<file path="src/rtl/arbiter_wrr_hs_if.sv">
`default_nettype none
// ============================================================================
// Module      : arbiter_wrr_hs_if
// Description : Handshake bundle between a set of requesters and the
//               weighted round-robin arbiter.
//                 req     requester -> arbiter  request vector
//                 weight  requester -> arbiter  packed per-requester weights
//                 ack     sink      -> arbiter  one beat accepted this cycle
//                 gnt     arbiter   -> all      registered one-hot grant
//                 gnt_vld arbiter   -> all      grant valid
//                 gnt_id  arbiter   -> all      encoded granted index
//                 credit  arbiter   -> all      beats left in current grant
//               master = requester/sink side, slave = arbiter side.
// Revision    : 1.0  initial release
// ============================================================================
interface arbiter_wrr_hs_if #(
  parameter int REQ_NUM  = 4,
  parameter int WEIGHT_W = 4
);
  localparam int IDX_W = $clog2(REQ_NUM);

  logic [REQ_NUM-1:0]          req;
  logic [REQ_NUM*WEIGHT_W-1:0] weight;
  logic                        ack;
  logic [REQ_NUM-1:0]          gnt;
  logic                        gnt_vld;
  logic [IDX_W-1:0]            gnt_id;
  logic [WEIGHT_W-1:0]         credit;

  modport master (
    output req, weight, ack,
    input  gnt, gnt_vld, gnt_id, credit
  );

  modport slave (
    input  req, weight, ack,
    output gnt, gnt_vld, gnt_id, credit
  );
endinterface
`default_nettype wire

</file>
<file path="src/rtl/arbiter_wrr_hs.sv">
`default_nettype none
// ============================================================================
// Module      : arbiter_wrr_hs
// Description : Registered weighted round-robin arbiter with downstream
//               acknowledge. A winner keeps the grant for up to its weight
//               of acknowledged beats (weight 0 counts as 1), or until it
//               drops its request; priority then rotates to the index after
//               the winner and the next grant loads with no idle bubble.
// Ports       : clk    rising-edge clock
//               rst_n  asynchronous active-low reset
//               bus    arbiter_wrr_hs_if.slave (req/weight/ack in,
//                      gnt/gnt_vld/gnt_id/credit out, all registered)
// Revision    : 1.0  initial release
// ============================================================================
module arbiter_wrr_hs #(
  parameter int REQ_NUM  = 4,
  parameter int WEIGHT_W = 4
) (
  input  logic             clk,
  input  logic             rst_n,
  arbiter_wrr_hs_if.slave  bus
);

  localparam int                  IDX_W       = $clog2(REQ_NUM);
  localparam logic [IDX_W-1:0]    LAST_IDX    = IDX_W'(REQ_NUM - 1);
  // One extra bit so ptr + offset can be reduced modulo REQ_NUM.
  localparam logic [IDX_W:0]      REQ_NUM_EXT = (IDX_W + 1)'(REQ_NUM);
  localparam logic [WEIGHT_W-1:0] ONE_BEAT    = WEIGHT_W'(1);

  typedef enum logic [0:0] {
    ST_IDLE = 1'b0,
    ST_BUSY = 1'b1
  } state_t;

  state_t              state_q,  state_d;
  logic [IDX_W-1:0]    ptr_q,    ptr_d;
  logic [REQ_NUM-1:0]  gnt_q,    gnt_d;
  logic [IDX_W-1:0]    gnt_id_q, gnt_id_d;
  logic [WEIGHT_W-1:0] credit_q, credit_d;

  // --------------------------------------------------------------------------
  // Effective weights: a zero field is promoted to a single beat.
  // --------------------------------------------------------------------------
  logic [WEIGHT_W-1:0] weight_eff [REQ_NUM];

  generate
    for (genvar g = 0; g < REQ_NUM; g++) begin : g_weight
      logic [WEIGHT_W-1:0] w_raw;
      assign w_raw         = bus.weight[g*WEIGHT_W +: WEIGHT_W];
      assign weight_eff[g] = (w_raw == '0) ? ONE_BEAT : w_raw;
    end
  endgenerate

  // --------------------------------------------------------------------------
  // Grant termination and pointer rotation
  // --------------------------------------------------------------------------
  logic             exhausted;
  logic             released;
  logic             grant_end;
  logic [IDX_W-1:0] rot_ptr;
  logic [IDX_W-1:0] arb_ptr;

  always_comb begin
    exhausted = bus.ack && (credit_q == ONE_BEAT);
    // Early release wins even if the same cycle carries an ack; that beat
    // is still considered accepted by the sink.
    released  = !bus.req[gnt_id_q];
    grant_end = (state_q == ST_BUSY) && (exhausted || released);
    rot_ptr   = (gnt_id_q == LAST_IDX) ? '0 : gnt_id_q + 1'b1;
    // At grant end the search already starts past the outgoing winner, so a
    // requester only wins twice in a row when nobody else is asking.
    arb_ptr   = grant_end ? rot_ptr : ptr_q;
  end

  // --------------------------------------------------------------------------
  // Rotating-priority search: first set req scanning arb_ptr upwards, wrapping.
  // --------------------------------------------------------------------------
  logic             arb_found;
  logic [IDX_W-1:0] arb_idx;
  logic [IDX_W:0]   cand;

  always_comb begin
    arb_found = 1'b0;
    arb_idx   = '0;
    cand      = '0;
    for (int k = 0; k < REQ_NUM; k++) begin
      cand = {1'b0, arb_ptr} + (IDX_W + 1)'(k);
      if (cand >= REQ_NUM_EXT) begin
        cand = cand - REQ_NUM_EXT;
      end
      if (!arb_found && bus.req[cand[IDX_W-1:0]]) begin
        arb_found = 1'b1;
        arb_idx   = cand[IDX_W-1:0];
      end
    end
  end

  // --------------------------------------------------------------------------
  // Next-state / next-output logic
  // --------------------------------------------------------------------------
  logic load_grant;

  always_comb begin
    state_d    = state_q;
    ptr_d      = ptr_q;
    gnt_d      = gnt_q;
    gnt_id_d   = gnt_id_q;
    credit_d   = credit_q;
    load_grant = 1'b0;

    case (state_q)
      ST_IDLE: begin
        // ack is meaningless without a grant and is ignored here.
        if (arb_found) begin
          load_grant = 1'b1;
        end
      end

      ST_BUSY: begin
        if (grant_end) begin
          ptr_d = rot_ptr;
          if (arb_found) begin
            load_grant = 1'b1;
          end else begin
            state_d  = ST_IDLE;
            gnt_d    = '0;
            gnt_id_d = '0;
            credit_d = '0;
          end
        end else if (bus.ack) begin
          // credit > 1 here, otherwise grant_end would have fired.
          credit_d = credit_q - ONE_BEAT;
        end
      end
    endcase

    // Weight is sampled only at grant load; later changes do not affect the
    // grant in progress.
    if (load_grant) begin
      state_d         = ST_BUSY;
      gnt_d           = '0;
      gnt_d[arb_idx]  = 1'b1;
      gnt_id_d        = arb_idx;
      credit_d        = weight_eff[arb_idx];
    end
  end

  // --------------------------------------------------------------------------
  // State registers
  // --------------------------------------------------------------------------
  always_ff @(posedge clk or negedge rst_n) begin
    if (!rst_n) begin
      state_q  <= ST_IDLE;
      ptr_q    <= '0;
      gnt_q    <= '0;
      gnt_id_q <= '0;
      credit_q <= '0;
    end else begin
      state_q  <= state_d;
      ptr_q    <= ptr_d;
      gnt_q    <= gnt_d;
      gnt_id_q <= gnt_id_d;
      credit_q <= credit_d;
    end
  end

  // gnt_vld mirrors the BUSY flop, so every output comes straight from a flop.
  assign bus.gnt     = gnt_q;
  assign bus.gnt_vld = (state_q == ST_BUSY);
  assign bus.gnt_id  = gnt_id_q;
  assign bus.credit  = credit_q;

endmodule
`default_nettype wire

</file>
<file path="src/flat_wrapper.sv">
// flat-port wrapper written by rule: the top's interface ports become plain ports
module arbiter_wrr_hs_flat 
#(
  parameter int REQ_NUM  = 4,
  parameter int WEIGHT_W = 4
)
  (clk, rst_n, bus_req, bus_weight, bus_ack, bus_gnt, bus_gnt_vld, bus_gnt_id, bus_credit);
  arbiter_wrr_hs_if #(.REQ_NUM(REQ_NUM), .WEIGHT_W(WEIGHT_W)) bus_i ();
  input  logic clk;
  input  logic rst_n;
  input wire logic [$bits(bus_i.req)-1:0] bus_req;
  input wire logic [$bits(bus_i.weight)-1:0] bus_weight;
  input wire logic [$bits(bus_i.ack)-1:0] bus_ack;
  output wire logic [$bits(bus_i.gnt)-1:0] bus_gnt;
  output wire logic [$bits(bus_i.gnt_vld)-1:0] bus_gnt_vld;
  output wire logic [$bits(bus_i.gnt_id)-1:0] bus_gnt_id;
  output wire logic [$bits(bus_i.credit)-1:0] bus_credit;
  assign bus_i.req = bus_req;
  assign bus_i.weight = bus_weight;
  assign bus_i.ack = bus_ack;
  assign bus_gnt = bus_i.gnt;
  assign bus_gnt_vld = bus_i.gnt_vld;
  assign bus_gnt_id = bus_i.gnt_id;
  assign bus_credit = bus_i.credit;
  arbiter_wrr_hs #(.REQ_NUM(REQ_NUM), .WEIGHT_W(WEIGHT_W)) u_core (.clk(clk), .rst_n(rst_n), .bus(bus_i));
endmodule
</file>
<file path="config.mk">
export PLATFORM = sky130hd
export DESIGN_NAME = arbiter_wrr_hs_flat
export DESIGN_NICKNAME = d
export VERILOG_FILES = /design/src/rtl/arbiter_wrr_hs_if.sv /design/src/rtl/arbiter_wrr_hs.sv /design/src/flat_wrapper.sv
export SDC_FILE = /design/constraint.sdc
export NUM_CORES = 1
export LEC_CHECK = 0
export BUFFER_PORTS_ARGS = -buffer_cell sky130_fd_sc_hd__buf_2
export CAP_MARGIN = 20
export CORE_UTILIZATION = 54
export DETAILED_ROUTE_END_ITERATION = 6
export PLACE_DENSITY = 0.89
export SYNTH_ARGS = -nofsm -noshare
export SYNTH_HDL_FRONTEND = slang
export SYNTH_SLANG_ARGS = --single-unit
</file>
<file path="constraint.sdc">
create_clock -name clk -period 4.33 [get_ports clk]
set_input_delay 0.866 -clock clk [delete_from_list [all_inputs] [get_ports clk]]
set_output_delay 0.866 -clock clk [all_outputs]
set_load 0.01 [all_outputs]
</file>
==> flow_metrics.env <==
export IMPL_synth_top_area_share=0.308
export IMPL_finalMaxSlewViolations=0
export IMPL_critPathRequiredTime_ns=4.49
export IMPL_io_buffers=33
export IMPL_start_util=0.592
export IMPL_postCtsSetupBuffers=0
export IMPL_top_layer_used="met4"
export IMPL_vias_per_cell=5.94
export IMPL_synth_edf_count=0
export IMPL_cts_clk_slew_worst_paths_ns=0.09
export IMPL_first_pass_iters=4
export IMPL_synth_top_cell_by_area="dfrtp_1"
export IMPL_tightest_slew_ns=0.557
export IMPL_end_kind="register"
export IMPL_cts_sinks=13
export IMPL_place_ws_ns=1.07
export IMPL_syn_cell_area_mm2=0.00106
export IMPL_antenna_found_initial=0
export IMPL_worstPathMaxFanout=12
export IMPL_cellLeakagePower_nw=0.616
export IMPL_wl_met1_um=1110
export IMPL_post_route_period_util=0.694
export IMPL_fin_util=0.709
export IMPL_relSlewSlack=0.627
export IMPL_drc=0
export IMPL_rrSetupSlack_ns=1.36
export IMPL_ios=34
export IMPL_gr_usage_all_layers=0.285
export IMPL_crit_arrival_ns=3.16
export IMPL_die_w_um=46.2
export IMPL_dp_hpwl_um=2160
export IMPL_dr_total_vias=1051
export IMPL_cp_start_kind="primary input"
export IMPL_rsz0062_at_grt="false"
export IMPL_setup_tns_ns=0
export IMPL_worst_slack_ns=1.32
export IMPL_postRouteAntennaNets=0
export IMPL_cts_tree="built"
export IMPL_htree_num_levels=1
export IMPL_grt_pass1_wl_um=4330
export IMPL_avgSynthCellArea_um2=9.03
export IMPL_syn_to_final_growth_pct=19.7
export IMPL_synth_cells=117
export IMPL_clkLatencyLatePin_ns=0.28
export IMPL_fin_crit_ns=3.01
export IMPL_cts_repair_resized=0
export IMPL_final_setup_viol_count=0
export IMPL_synth_area_leaders="dfrtp_1 (31%), mux2i_1 (11%), o21ai_0 (4.3%), nor2_1 (4.3%), ha_1 (3.6%)"
export IMPL_skew_ns=0.00380
export IMPL_grt_overflow=0
export IMPL_n_antenna_cell=0
export IMPL_nNetsFinal=179
export IMPL_finalHoldViolCount=0
export IMPL_power_density_mw_per_mm2=723
export IMPL_tritoncts_num_buffers=3
export IMPL_die_h_um=46.2
export IMPL_die_area_mm2=0.00214
export IMPL_cap_violations=0
export IMPL_fillers=132
export IMPL_ys_warn_count=0
export IMPL_wl_met2_um=1380
export IMPL_clk_path_buf_depth=2
export IMPL_first_iter_violations=45
export IMPL_ys_seq_elements=13
export IMPL_gp_congestion=0.829
export IMPL_syn_num_nets=143
export IMPL_avgRoutedWirePerCell_um=15.2
export IMPL_grt_pass1_vias=986
export IMPL_fmax_mhz=333
export IMPL_wl_met3_um=154
export IMPL_grt_max_degree=14
export IMPL_final_layout_size_suffix_gt1_frac=0.349
export IMPL_cts_root_buffer="clkbuf_4"
export IMPL_drt_total_wl_um=2700
export IMPL_worstSetupPathType="in2reg"
export IMPL_hold_class="in2async"
export IMPL_dominantRegCellSynth="dfrtp_1"
export IMPL_max_vdd_ir_drop_mv=0.427
export IMPL_yosysSeqAreaShare=0.308
export IMPL_synth_async_reset_ratio=1.00
export IMPL_status="finished, final reports clean"
export IMPL_yosysUniqueCellTypes=38
export IMPL_cts_hold_buffers=0
export IMPL_rows=15
export IMPL_core_mm2=0.00178
-- metrics by stage --
stage	cells	hold slack (ns)	area (um2)	power [mW]
2_1_floorplan	117	0.516	1060	0.681
3_3_place_gp	173	0.468	1240	0.806
3_5_place_dp	173	0.467	1240	0.828
4_1_cts	177	0.469	1260	0.909
5_1_grt	177	0.476	1260	0.984
6_report	177	0.459	1260	0.914
-- cells in the final DEF (no fill, tap or decap), types with 2 or more instances in the layout --
master     n
nand4b_1   2
nand2_1   10
nor3_1     6
o211ai_1   3
dfrtp_1   13
nor2_1    12
mux2_2     3
a22o_2     2
buf_2     33
ha_1       3
a21oi_1    4
mux2i_1   12
o31ai_1    2
inv_1      9
clkbuf_4   3
o21ai_0    9
or2_2      2
-- cell families (layout without fill, tap and decap cells) --
kind of cell	Yosys count	in the layout	synth area share
xor+xnor	1	1	0.00830
simple gates	41	41	0.207
buf+inv	12	47	0.0533
flops	13	13	0.308
compound gates	32	32	0.242
mux	15	15	0.146
fa+ha+maj	3	3	0.0355
-- Yosys cell counts, types with 2 or more instances --
master    count
o31ai_1       2
o21ai_0       9
nand2_1      10
mux2i_1      12
a21oi_1       4
inv_1         9
o211ai_1      3
mux2_2        3
a22o_2        2
nand4b_1      2
nor3_1        6
dfrtp_1      13
ha_1          3
nor2_1       12
buf_4         3
or2_2         2
-- worst max-delay path, stage by stage --
cell	delay (ns)
buf_2	0.13
and4bb_4	0.22
a22o_4	0.28
o211ai_4	0.22
nand2_1	0.09
a222oi_1	0.32
buf_4	0.26
mux2_2	0.35
a211o_1	0.29
a2bb2oi_2	0.13
-- path summary, 6_finish.rpt --
path	startpoint	to	cells past startpoint
max in group asynchronous	rst_n	u_core.bus.credit[2]	1
setup reg to reg	u_core.bus.credit[1]	u_core.bus.credit[1]	11
hold reg to reg	u_core.bus.gnt[2]	u_core.bus.gnt[2]	2
hold / removal	rst_n	u_core.ptr_q[0]	1
min in group clk	u_core.bus.gnt[2]	u_core.bus.gnt[2]	2
setup / recovery	bus_ack	u_core.bus.credit[1]	10
-- sequential cells by signal, indices dropped and copies added, names as in the netlist --
name,flops
u_core.bus.credit,4
u_core.bus.gnt,4
u_core.bus.gnt_id,2
u_core.bus.gnt_vld,1
u_core.ptr_q,2
-- routing by layer --
metal,global-route usage,vias to the layer above
met4,0.118,0
met1,0.373,486
met5,0,-
met3,0.0431,10
met2,0.462,54
li1,-,501
-- power breakdown --
| group | leakage, nW | switching (mW) | total, mW | internal [mW] |
|---|---|---|---|---|
| logic | 0.443 | 0.321 | 0.599 | 0.277 |
| clock network | 0.0150 | 0.0431 | 0.0788 | 0.0357 |
| registers | 0.158 | 0.0603 | 0.236 | 0.176 |
| total | 0.616 | 0.425 | 0.914 | 0.489 |
-- final cells by class --
type                            count  area (um2)  share of cell area
Multi-Input combinational cell     92         674               0.534
Timing Repair Buffer               34         173               0.137
Clock buffer                        4        26.3              0.0208
Inverter                            9        33.8              0.0267
Sequential cell                    13         325               0.257
Tap cell                           25        31.3              0.0248
Power figures use the tool's default switching activity.
